[src/rtl/complex_divide.sv]
// complex_divide: 16-by-8 unsigned restoring divider, one quotient bit per cycle, valid/ready handshakes.
// Optional macro COMPLEX_DIVIDE_ZERO_CHK_EN adds div_err and a one-cycle divide-by-zero path.
`default_nettype none

module complex_divide (
   input  logic        clk,
   input  logic        rst,
   input  logic        in_valid,
   output logic        in_ready,
   input  logic [15:0] in_result,
   input  logic [7:0]  in_c,
   output logic        out_valid,
   input  logic        out_ready,
   output logic [15:0] quotient,
   output logic [7:0]  remainder,
`ifdef COMPLEX_DIVIDE_ZERO_CHK_EN
   output logic        div_err,
`endif
   output logic        busy
);

   typedef enum logic [1:0] {
      IDLE = 2'd0,
      CALC = 2'd1,
      DONE = 2'd2
   } state_t;

   state_t      state;
   state_t      state_nxt;
   logic [15:0] quo_q;
   logic [7:0]  part_rem;
   logic [7:0]  divisor;
   logic [3:0]  count;
   logic [8:0]  shifted;
   logic [7:0]  trial;
   logic        fits;
   logic        accept;

   // The 9-bit shifted partial remainder is compared in full; when it fits the
   // difference is below the divisor, so the low 8 bits of the subtract are exact.
   assign shifted = {part_rem, quo_q[15]};
   assign fits    = (shifted >= {1'b0, divisor});
   assign trial   = shifted[7:0] - divisor;
   assign accept  = in_valid && (state == IDLE);

   always_ff @(posedge clk) begin
      if (rst) begin
         state <= IDLE;
      end else begin
         state <= state_nxt;
      end
   end

   always_comb begin
      state_nxt = state;
      in_ready  = 1'b0;
      out_valid = 1'b0;
      busy      = 1'b0;
      case (state)
         IDLE: begin
            in_ready = 1'b1;
            if (in_valid) begin
`ifdef COMPLEX_DIVIDE_ZERO_CHK_EN
               state_nxt = (in_c == 8'd0) ? DONE : CALC;
`else
               state_nxt = CALC;
`endif
            end
         end
         CALC: begin
            busy = 1'b1;
            if (count == 4'd15) begin
               state_nxt = DONE;
            end
         end
         DONE: begin
            busy      = 1'b1;
            out_valid = 1'b1;
            if (out_ready) begin
               state_nxt = IDLE;
            end
         end
         default: begin
            state_nxt = IDLE;
         end
      endcase
   end

   // Dividend shifts out MSB first while quotient bits shift in at the bottom.
   always_ff @(posedge clk) begin
      if (rst) begin
         quo_q    <= 16'd0;
         part_rem <= 8'd0;
         divisor  <= 8'd0;
         count    <= 4'd0;
      end else begin
         case (state)
            IDLE: begin
               if (accept) begin
                  quo_q    <= in_result;
                  part_rem <= 8'd0;
                  divisor  <= in_c;
                  count    <= 4'd0;
`ifdef COMPLEX_DIVIDE_ZERO_CHK_EN
                  if (in_c == 8'd0) begin
                     quo_q    <= 16'hFFFF;
                     part_rem <= in_result[7:0];
                  end
`endif
               end
            end
            CALC: begin
               quo_q    <= {quo_q[14:0], fits};
               part_rem <= fits ? trial : shifted[7:0];
               count    <= count + 4'd1;
            end
            default: begin
            end
         endcase
      end
   end

`ifdef COMPLEX_DIVIDE_ZERO_CHK_EN
   logic err_q;

   always_ff @(posedge clk) begin
      if (rst) begin
         err_q <= 1'b0;
      end else if (accept) begin
         err_q <= (in_c == 8'd0);
      end else if ((state == DONE) && out_ready) begin
         err_q <= 1'b0;
      end
   end

   assign div_err = err_q;
`endif

   assign quotient  = quo_q;
   assign remainder = part_rem;

endmodule

`default_nettype wire
[config.mk]
export PLATFORM = sky130hd
export DESIGN_NAME = complex_divide
export DESIGN_NICKNAME = d
export VERILOG_FILES = /design/src/rtl/complex_divide.sv
export SDC_FILE = /design/constraint.sdc
export NUM_CORES = 1
export LEC_CHECK = 0
export ABC_AREA = 0
export CORE_ASPECT_RATIO = 1.75
export CORE_MARGIN = 4
export CORE_UTILIZATION = 40
export CTS_CLUSTER_SIZE = 24
export DETAILED_ROUTE_END_ITERATION = 12
export PLACE_DENSITY = 0.68
export SLEW_MARGIN = 20
export SYNTH_ARGS = -nofsm -noshare
export SYNTH_HDL_FRONTEND = slang
export SYNTH_SLANG_ARGS = --single-unit
[constraint.sdc]
create_clock -name clk -period 2.6 [get_ports clk]
set_input_delay 0.39 -clock clk [delete_from_list [all_inputs] [get_ports clk]]
set_output_delay 0.39 -clock clk [all_outputs]
set_load 0.02 [all_outputs]
### After elaboration in Yosys (flattened, before gate mapping)

Index checks and enable logic that the tools add are counted.

* bits in registers: 38
* input port bits: 28
* output and inout bits: 27
* logic and storage cells: 36

* add/subtract/negate cells: 2
* order comparisons: 1
* eq/ne operators: 7
* muxes and demuxes: 14
* reduce and logical (&&, ||, !) cells: 7

Operator list (number)
* $pmux W16 S2: 1
* $mux W16: 1
* $mux W8: 2
* $pmux W8 S2: 1
* $ge A9 B8 Y1: 1
* $ne A2 B2 Y1 const B: 4
* $pmux W4 S2: 1
* $sub A8 B8 Y8: 1
* $mux W2: 3
* $pmux W2 S3: 1
* $add A4 B1 Y4 const B: 1
* $eq A4 B4 Y1 const B: 1
* $mux W4: 1
* $reduce_and A2 Y1: 2
* $mux W1: 3
* $reduce_and A3 Y1: 1
* $eq A2 B1 Y1 const B: 1
* $eq A2 B2 Y1 const B: 1
* $logic_not A2 Y1: 1
* $reduce_bool A2 Y1: 1
* $reduce_or A2 Y1: 1
* $logic_and A1 B1 Y1: 1

### Depth between registers and ports, before layout

* depth after elaboration: 4
* depth in mapped cells: 8
* depth with buffers taken out: 8

### Worst setup path before layout

Ideal clock, no wire load.

* path kind: reg-to-reg
* from: reg part_rem[3], in the netlist remainder[3]
* to: reg part_rem[4], in the netlist remainder[4]
* setup time: 117 ps
* arrival: 2135 ps
* required time: 2483 ps
* setup slack: 348 ps
* stages on the path, launching flop included: 8
* buffers on the path: 1
* clock period less this slack: 2252 ps
* path through: dfxtp_1 ha_1 a21oi_4 a21oi_2 a2111o_1 buf_6 or3_1 a32o_1

* cells in the longest elaborated chain, start to end: 3
* elaborated cells between the ends (all ways): 4
* classes of those cells: add/sub (1); order compare (1); mux (2)

RTL lines
* start, declared: RTL line 31 `logic [7:0] part_rem;`
* start signal, assigned: RTL line 114 `part_rem <= fits ? trial : shifted[7:0];`
* $sub A8 B8 Y8 or $ge A9 B8 Y1 (tied branches): RTL line 43, 42
* $mux W8 (*): RTL line 114
* $pmux W8 S2 (*): RTL line 97 `case (state)`

Every way passes the cells marked *; elsewhere a longest branch is shown, timed or not.
A chain may end at the register's enable or synchronous reset.

### Worst setup path after layout

* from: reg part_rem[3], in the netlist remainder[3]
* to: reg part_rem[1], in the netlist remainder[1]

* cells in the longest elaborated chain, start to end: 3

RTL lines
* $ge A9 B8 Y1: RTL line 42 `assign fits = (shifted >= {1'b0, divisor});`
* $mux W8: RTL line 114
* $pmux W8 S2: RTL line 97

Every way passes these cells.

==> results.sh <==
export IMPL_fin_cells=371
export IMPL_clk_latency_ps=290
export IMPL_stdcell_area_um2=2880
export IMPL_area_delta_synth_final_pct=33.6
export IMPL_ys_types=43
export IMPL_leakage_nw=1.10
export IMPL_cts_buffers_inserted=5
export IMPL_clk_pin_slew_ps=80
export IMPL_max_stage_delay_ps=460
export IMPL_use_met1=0.176
export IMPL_period_needed_ps=2200
export IMPL_dieArea_um2=6670
export IMPL_critPathSlowestCell="a2111o_1"
export IMPL_ant_nets=0
export IMPL_end_kind="flop"
export IMPL_synth_commonest_cells="dfxtp_1, nor2_1, nand2_1"
export IMPL_synthCells=262
export IMPL_worstPathCellList="ha_1 -> a21oi_4 -> a21oi_2 -> a2111o_1 -> or2_1 -> o311ai_1"
export IMPL_io_pins=55
export IMPL_nNetsFinal=357
export IMPL_top_usage_layer="met2"
export IMPL_cts_setup_buffers=0
export IMPL_post_route_period_util=0.847
export IMPL_die_width_um=63.5
export IMPL_syn_area_per_cell_um2=8.23
export IMPL_pre_cts_ws_ps=376
export IMPL_hp_class="flop to flop"
export IMPL_report_final_slew_viol_count=0
export IMPL_grt_max_degree=32
export IMPL_fin_setup_tns_ps=0
export IMPL_cp_top_family="compound AO/OA/AOI/OAI gates"
export IMPL_outcome="finished, final reports clean"
export IMPL_powerDensity_nw_per_um2=729
export IMPL_synth_fp_nets=303
export IMPL_synthArstFlopShare=0
export IMPL_total_power_mw=2.10
export IMPL_slew_headroom=0.510
export IMPL_finClkSkew_ps=9.80
export IMPL_drt_iter0_drc=33
export IMPL_synth_edf_count=0
export IMPL_synth_top_area_share=0.353
export IMPL_ys_seq_area_frac=0.353
export IMPL_rsz0062_at_grt="no"
export IMPL_dp_hpwl_mm=4.38
export IMPL_ys_top_cells_by_area="dfxtp_1, mux2i_1, ha_1"
export IMPL_via_count=2026
export IMPL_globalRouteOverflowTotal=0
export IMPL_root_buffer="clkbuf_8"
export IMPL_fmax_mhz=454
export IMPL_first_pass_iters=6
export IMPL_htreeDepth=2
export IMPL_cp_num_buf_inv=0
export IMPL_drc_errors=0
export IMPL_port_buffers=54
export IMPL_cts_hold_repair_buffers=0
export IMPL_drive_gt1_frac=0.0759
export IMPL_clock_sinks=38
export IMPL_finalHoldViolations=0
export IMPL_cts_resized=0
export IMPL_grt_pass1_vias=2069
export IMPL_whs_ps=460
export IMPL_ys_ff_latch=38
export IMPL_crit_type="flop to flop"
export IMPL_worst_pin_slew_ps=730
export IMPL_cts_tree="yes"
export IMPL_crit_fanout=7
export IMPL_wl_mm=5.55
export IMPL_grt_first_pass_wirelength_mm=9.28
export IMPL_startpoint_type="flop"
export IMPL_synth_top_area_cell="dfxtp_1"
export IMPL_grtUsageMet3=0.0398
export IMPL_utilization=0.548
export IMPL_wl_per_cell_um=15.0
export IMPL_syn_cell_area_um2=2160
export IMPL_synthFlopType="dfxtp_1"
export IMPL_cp_arrival_ps=2400
export IMPL_grtUsageTotal=0.175
export IMPL_initial_core_util=0.410
export IMPL_cap_violations=0
export IMPL_placed_cell_area_um2=2770
export IMPL_core_um2=5260
export IMPL_setup_ws_ps=398
export IMPL_rows=35
export IMPL_cp_data_required_time_ps=2800
export IMPL_antenna_found_initial=0
export IMPL_use_met2=0.320
export IMPL_antenna_cells=0
export IMPL_yosysMostFrequentCell="dfxtp_1"
export IMPL_die_h_um=105
export IMPL_setup_viol=0
export IMPL_vias_per_cell=5.46
export IMPL_cts_max_path_buffers=2
export IMPL_yosysWarnings=0
export IMPL_gp_congestion=0.888
export IMPL_vdd_drop_max_mv=0.427
export IMPL_dpl_cell_count=364
## worst paths after layout
path	start	to	slack, ps	cells after the start
setup / recovery	remainder[3]$_SDFFE_PP0P_	remainder[1]$_SDFFE_PP0P_	400	6
hold / removal	divisor[7]$_SDFFE_PP0P_	divisor[7]$_SDFFE_PP0P_	460	2
setup reg to reg	remainder[3]$_SDFFE_PP0P_	remainder[1]$_SDFFE_PP0P_	400	6
hold reg to reg	divisor[7]$_SDFFE_PP0P_	divisor[7]$_SDFFE_PP0P_	460	2
## layout make-up
type / instances / area, um2
fill: 502 / 2370
sequential: 38 / 761
clock inverter: 1 / 30.0
clock buffer: 6 / 82.6
tap: 55 / 68.8
timing repair buffer: 64 / 616
inverter: 14 / 52.6
multi-input combinational: 193 / 1270
## registers in the layout (all words and copies together), names as in the netlist
register / cells
count: 4
divisor: 8
quotient: 16
remainder: 8
state: 2
## logic make-up (layout without fill, tap and decap cells)
kind of cell,after synthesis,after routing,synth area share
multiplexers,17,17,0.0795
AND/OR/NAND/NOR,88,88,0.183
XOR/XNOR,6,6,0.0244
flip-flops,38,38,0.353
AO/OA/AOI/OAI,69,69,0.223
buffers and inverters,31,85,0.0580
adder cells (fa/ha/maj),13,13,0.0789
## layer usage
metal / share of wire / wire length (um) / vias to the layer above
met3: 0.043 / 238 / 16
met5: 0 / 0 / -
li1: - / - / 1039
met4: 0.043 / 236 / 0
met2: 0.53 / 2960 / 58
met1: 0.38 / 2110 / 913
## placed cells by master, fill, tap and decap left out, drive strengths merged
master and n:
o31ai 2, nand2b 3, clkdlybuf4s50 54, a32o 1
a31oi 1, a31o 2, a32oi 1, nor2 30
o221a 1, a2111o 1, bufinv 1, nand3 14
o311ai 3, inv 14, mux2 1, a21o 2
o221ai 1, buf 10, a21oi 21, a221oi 1
nand2 26, dfxtp 38, xnor2 5, fa 1
a211oi 17, clkbuf 6, ha 12, or3 3
nand4b 1, nor3 5, o211ai 6, o21ai 7
or2 2, mux2i 16, xor2 1, o21bai 2
nor2b 4
## report_power, final
group	total [mW]	internal (mW)	switching [mW]	leakage (nW)
Sequential	0.715	0.656	0.0588	0.312
Combinational	0.869	0.390	0.479	0.730
Clock	0.517	0.307	0.209	0.0573
## tightest hold or removal path: stages, from the launching register on
cell and delay [ps]:
dfxtp_1 310, nand2_1 50, a21oi_1 50
Note: power is estimated with default switching activity, not from simulation.
==> variant 1: new RTL, same flow settings <==
Re-encode `state_t` (3 states) as one-hot, 3 bits wide.
--- a/src/rtl/complex_divide.sv
+++ b/src/rtl/complex_divide.sv
@@ -19,10 +19,10 @@
    output logic        busy
 );
 
-   typedef enum logic [1:0] {
-      IDLE = 2'd0,
-      CALC = 2'd1,
-      DONE = 2'd2
+   typedef enum logic [2:0] {
+      IDLE = 3'b001,
+      CALC = 3'b010,
+      DONE = 3'b100
    } state_t;
 
    state_t      state;
Check against the original RTL: no difference found for any inputs over 10 cycles, from zero or initial values and one cycle with rst high; not proved beyond that.
==> variant 1 against the unedited design <==
  * Sequential cell count rose by 1
  * Fmax fell by 1.2%
  * Register-to-register slack better by 0.09 ns
  * Die area decreased by 3.9%
  * Design area shrank 5.1%
  * Synthesized area is 4.3% lower
  * Worst setup slack lost 0.027 ns
  * Wire length down 2.5%
  * Clock skew shrank 0.0061 ns
  * Global-route usage shrank 0.36 points
  * Largest cell class unchanged
Power is not compared: it rests on default switching activity, and its combinational part moved more than twofold at a synthesized area within 25%.
==> variant 1: results (changes against the unedited design) <==
GR met2 Demand/Resource = 0.312 (-0.00862)
Synth cell types = 42 (-2.3%)
met3 wire length = 306 um (+29%)
number of global-route vias before repair = 2001 (-3.3%)
Max Cap Viol = 0 (unchanged)
Root Driver = clkbuf_8
GRT Util Overall = 0.172 (-0.00356)
worst r2r src = divisor[2]$_SDFFE_PP0P_
Critical Path Sink = busy
antenna violations before repair = 0 (unchanged)
status = complete, no violations
worst relative slew slack = 0.601 (+0.0917)
fraction of layout cells with a size suffix above 1 = 0.0662 (-0.00970)
largest net degree at the start of global routing = 39 (+22%)
clk_skew = 0.00366 ns (-0.00615 ns)
Post-synth top cells = 59 x nand2_1, 39 x dfxtp_1, 30 x nor2_1, 21 x a21oi_1, 17 x a311oi_1
M1 wire length = 2190 um (+3.4%)
gpl congestion = 0.907 (+2.1%)
dpl cell area = 2650 um^2 (-4.3%)
Syn. warnings = 0 (unchanged)
global-route wire length before repair = 8890 um (-4.2%)
CP startpoint = state[2]$_SDFFE_PP0P_
Seq/Total Area, Yosys = 0.378 (+0.0255)
met2 wire length = 2700 um (-8.8%)
top post-synthesis cells by area = dfxtp_1 38%, nand2_1 11%, a311oi_1 7.2%
pre-CTS WS = 0.590 ns (+0.214 ns)
# port buffers = 54 (unchanged)
H-tree Lvls = 2 (unchanged)
Critical R2R Capture = remainder[7]$_SDFFE_PP0P_
Reg2Reg Depth = 7 (+1)
nets@finish = 354 (-0.84%)
Routed wire per std cell = 14.6 um (-2.5%)
Via density = 5.51 (+0.84%)
setup slack, reg-to-reg = 0.49 ns (+0.09 ns)
Synth Net Count = 301 (-0.66%)
syn avg cell area = 7.84 um^2 (-4.7%)
met1 usage = 0.175 (-0.00103)
DRT iter0 DRCs = 75 (+130%)
clock slew at reported path FFs = 0.08 ns (about the same)
Inst Count DP = 363 (-0.27%)
DRT Pass-1 Iters = 4 (-2)
met3 Track Usage GR = 0.0480 (+0.00820)
post-cts repair resize count = 0 (unchanged)
Hold WC Path Type = flop to flop
Critical Path AT = 1.84 ns (-0.56 ns)
HPWL after DPL = 4040 um (-7.8%)
Achievable Freq = 449 MHz (-1.2%)
variant 1: changes by cell type after synthesis, sizes merged, moves of 3 or more:
cell / change
a211oi: -16
a311oi: +17
a32oi: +3
clkbuf: -5
ha: -3
mux2i: -11
nand2: +33
nand3: -10
o211ai: -4
o311ai: -3
xnor2: -4
variant 1: worst max-delay path, stage by stage (launching register included):
cell and delay (ns):
dfxtp_1 0.49, inv_1 0.11, nor3_1 0.19, nand2b_1 0.15, clkdlybuf4s50_1 0.61
variant 1: logic make-up after synthesis:
kind of cell | synth area share
mux | 0.0297
buf+inv | 0.0564
compound gates | 0.221
xor+xnor | 0.00425
simple gates | 0.246
fa+ha+maj | 0.0643
flops | 0.378
variant 1: area by class of cell:
type,instances,area [um^2]
Timing Repair Buffer,60,586
Tap cell,54,67.6
Inverter,13,48.8
Clock buffer,5,68.8
Sequential cell,39,781
Multi-Input combinational cell,197,1170
Fill cell,495,2240
Clock inverter,3,15.0
variant 1: how the worst min path moves through the flow:
stage | startpoint | endpoint | slack (ns)
6_report | divisor[2]$_SDFFE_PP0P_ | divisor[2]$_SDFFE_PP0P_ | 0.46
5_1_grt | divisor[5]$_SDFFE_PP0P_ | divisor[5]$_SDFFE_PP0P_ | 0.48
4_1_cts | divisor[3]$_SDFFE_PP0P_ | divisor[3]$_SDFFE_PP0P_ | 0.46
3_5_place_dp | divisor[3]$_SDFFE_PP0P_ | divisor[3]$_SDFFE_PP0P_ | 0.45
3_3_place_gp | divisor[6]$_SDFFE_PP0P_ | divisor[6]$_SDFFE_PP0P_ | 0.44
2_1_floorplan | divisor[2]$_SDFFE_PP0P_ | divisor[2]$_SDFFE_PP0P_ | 0.44
variant 1: report_power, final:
part	switching, mW	internal, mW
Combinational	0.182	0.162
Sequential	0.0258	0.629
Clock	0.213	0.184
==> variant 2: new RTL, same flow settings <==
Made on the original files. Add a define of `COMPLEX_DIVIDE_ZERO_CHK_EN`.
--- a/src/rtl/complex_divide.sv
+++ b/src/rtl/complex_divide.sv
@@ -1,6 +1,8 @@
 // complex_divide: 16-by-8 unsigned restoring divider, one quotient bit per cycle, valid/ready handshakes.
 // Optional macro COMPLEX_DIVIDE_ZERO_CHK_EN adds div_err and a one-cycle divide-by-zero path.
 `default_nettype none
+
+`define COMPLEX_DIVIDE_ZERO_CHK_EN
 
 module complex_divide (
    input  logic        clk,
Check against the original RTL (old outputs only; new: div_err): not equivalent (Yosys sat finds a counterexample within 4 cycles, from zero or initial values and one cycle with rst high).
==> variant 2 against the unedited design <==
  * Wire length rose by 23%
  * Synthesized area rose by 6.7%
  * Worst hold slack improved by 0.00085 ns
  * Worst setup slack improved by 0.080 ns
  * Design area rose by 4.7%
  * Sequential cell count rose by 1
  * Critical path type unchanged
  * Highest routed layer unchanged
Power is not compared: it rests on default switching activity, and its combinational part moved more than twofold at a synthesized area within 25%.
==> variant 2: results (changes against the unedited design) <==
status = complete, no violations
clk_skew = 0.00435 ns (-0.00545 ns)
Synth Area in XOR/XNOR = 0.00381 (-0.0206)
DRT iter0 DRCs = 136 (+310%)
met1 usage = 0.223 (+0.0465)
met3 wire length = 229 um (-3.8%)
met2 wire length = 3620 um (+22%)
fraction of layout cells with a size suffix above 1 = 0.0478 (-0.0282)
gpl congestion = 0.854 (-3.9%)
Synth cell types = 45 (+4.7%)
mux share of post-synthesis cell area = 0.0500 (-0.0295)
GR met2 Demand/Resource = 0.356 (+0.0359)
DR vias = 2416 (+19%)
cts bufs inserted = 5 (unchanged)
Seq/Total Area, Yosys = 0.339 (-0.0136)
Post-synth top cells = 40 x nand2_1, 39 x dfxtp_1, 36 x a21oi_1, 25 x nor2_1, 22 x o21ai_0
nets@finish = 396 (+11%)
dpl cell area = 2930 um^2 (+6.0%)
M1 wire length = 2600 um (+23%)
complex-gate fraction of the synthesized area = 0.272 (+0.0490)
met3 Track Usage GR = 0.0343 (-0.00548)
critical-path maximum fanout = 10 (+3)
Critical Path AT = 2.35 ns (-0.05 ns)
number of global-route vias before repair = 2349 (+14%)
DRT Pass-1 Iters = 4 (-2)
global-route wire length before repair = 11200 um (+20%)
Synth Net Count = 344 (+14%)
Routed wire per std cell = 15.8 um (+5.8%)
HPWL after DPL = 5250 um (+20%)
# port buffers = 55 (+1.9%)
number of fill cells = 586 (+17%)
largest net degree at the start of global routing = 28 (-13%)
GRT Util Overall = 0.203 (+0.0282)
CP max stage cell = o21a_1
Synth Area in Adders = 0.0740 (-0.00498)
Worst Tran Pin Value = 0.760 ns (+0.0299 ns)
[variant 2: area by class of cell]
type / count / area, um^2 / area share
Multi-Input combinational cell: 229 / 1380 / 0.459
Sequential cell: 39 / 781 / 0.259
Timing Repair Buffer: 63 / 611 / 0.202
Tap cell: 76 / 95.1 / 0.0315
Clock buffer: 7 / 76.3 / 0.0253
Inverter: 17 / 63.8 / 0.0212
Clock inverter: 1 / 5.00 / 0.00166
[variant 2: per-stage QoR]
| stage | utilization | setup WS, ns | power [mW] | cells | hold slack (ns) |
|---|---|---|---|---|---|
| after floorplan | - | 0.537 | 2.43 | 303 | 0.436 |
| after global placement | 0.525 | 0.383 | 3.15 | 424 | 0.446 |
| after detailed placement | 0.525 | 0.333 | 3.17 | 424 | 0.447 |
| after CTS | 0.540 | 0.488 | 3.57 | 432 | 0.458 |
| after global routing | 0.540 | 0.284 | 3.84 | 432 | 0.483 |
| final | 0.540 | 0.478 | 3.55 | 432 | 0.461 |
[variant 2: path summary, 6_finish.rpt]
| check | depth (start not counted) | start | slack (ns) | end |
|---|---|---|---|---|
| hold reg to reg | 2 | divisor[2]$_SDFFE_PP0P_ | 0.46 | divisor[2]$_SDFFE_PP0P_ |
| hold / removal | 2 | divisor[2]$_SDFFE_PP0P_ | 0.46 | divisor[2]$_SDFFE_PP0P_ |
| setup reg to reg | 6 | remainder[1]$_SDFFE_PP0P_ | 0.48 | remainder[5]$_SDFFE_PP0P_ |
| setup / recovery | 6 | remainder[1]$_SDFFE_PP0P_ | 0.48 | remainder[5]$_SDFFE_PP0P_ |
[variant 2: report_power, final]
part	switching (mW)	internal [mW]
Combinational	1.31	0.929
Sequential	0.147	0.763
Clock	0.210	0.188
Total	1.67	1.88
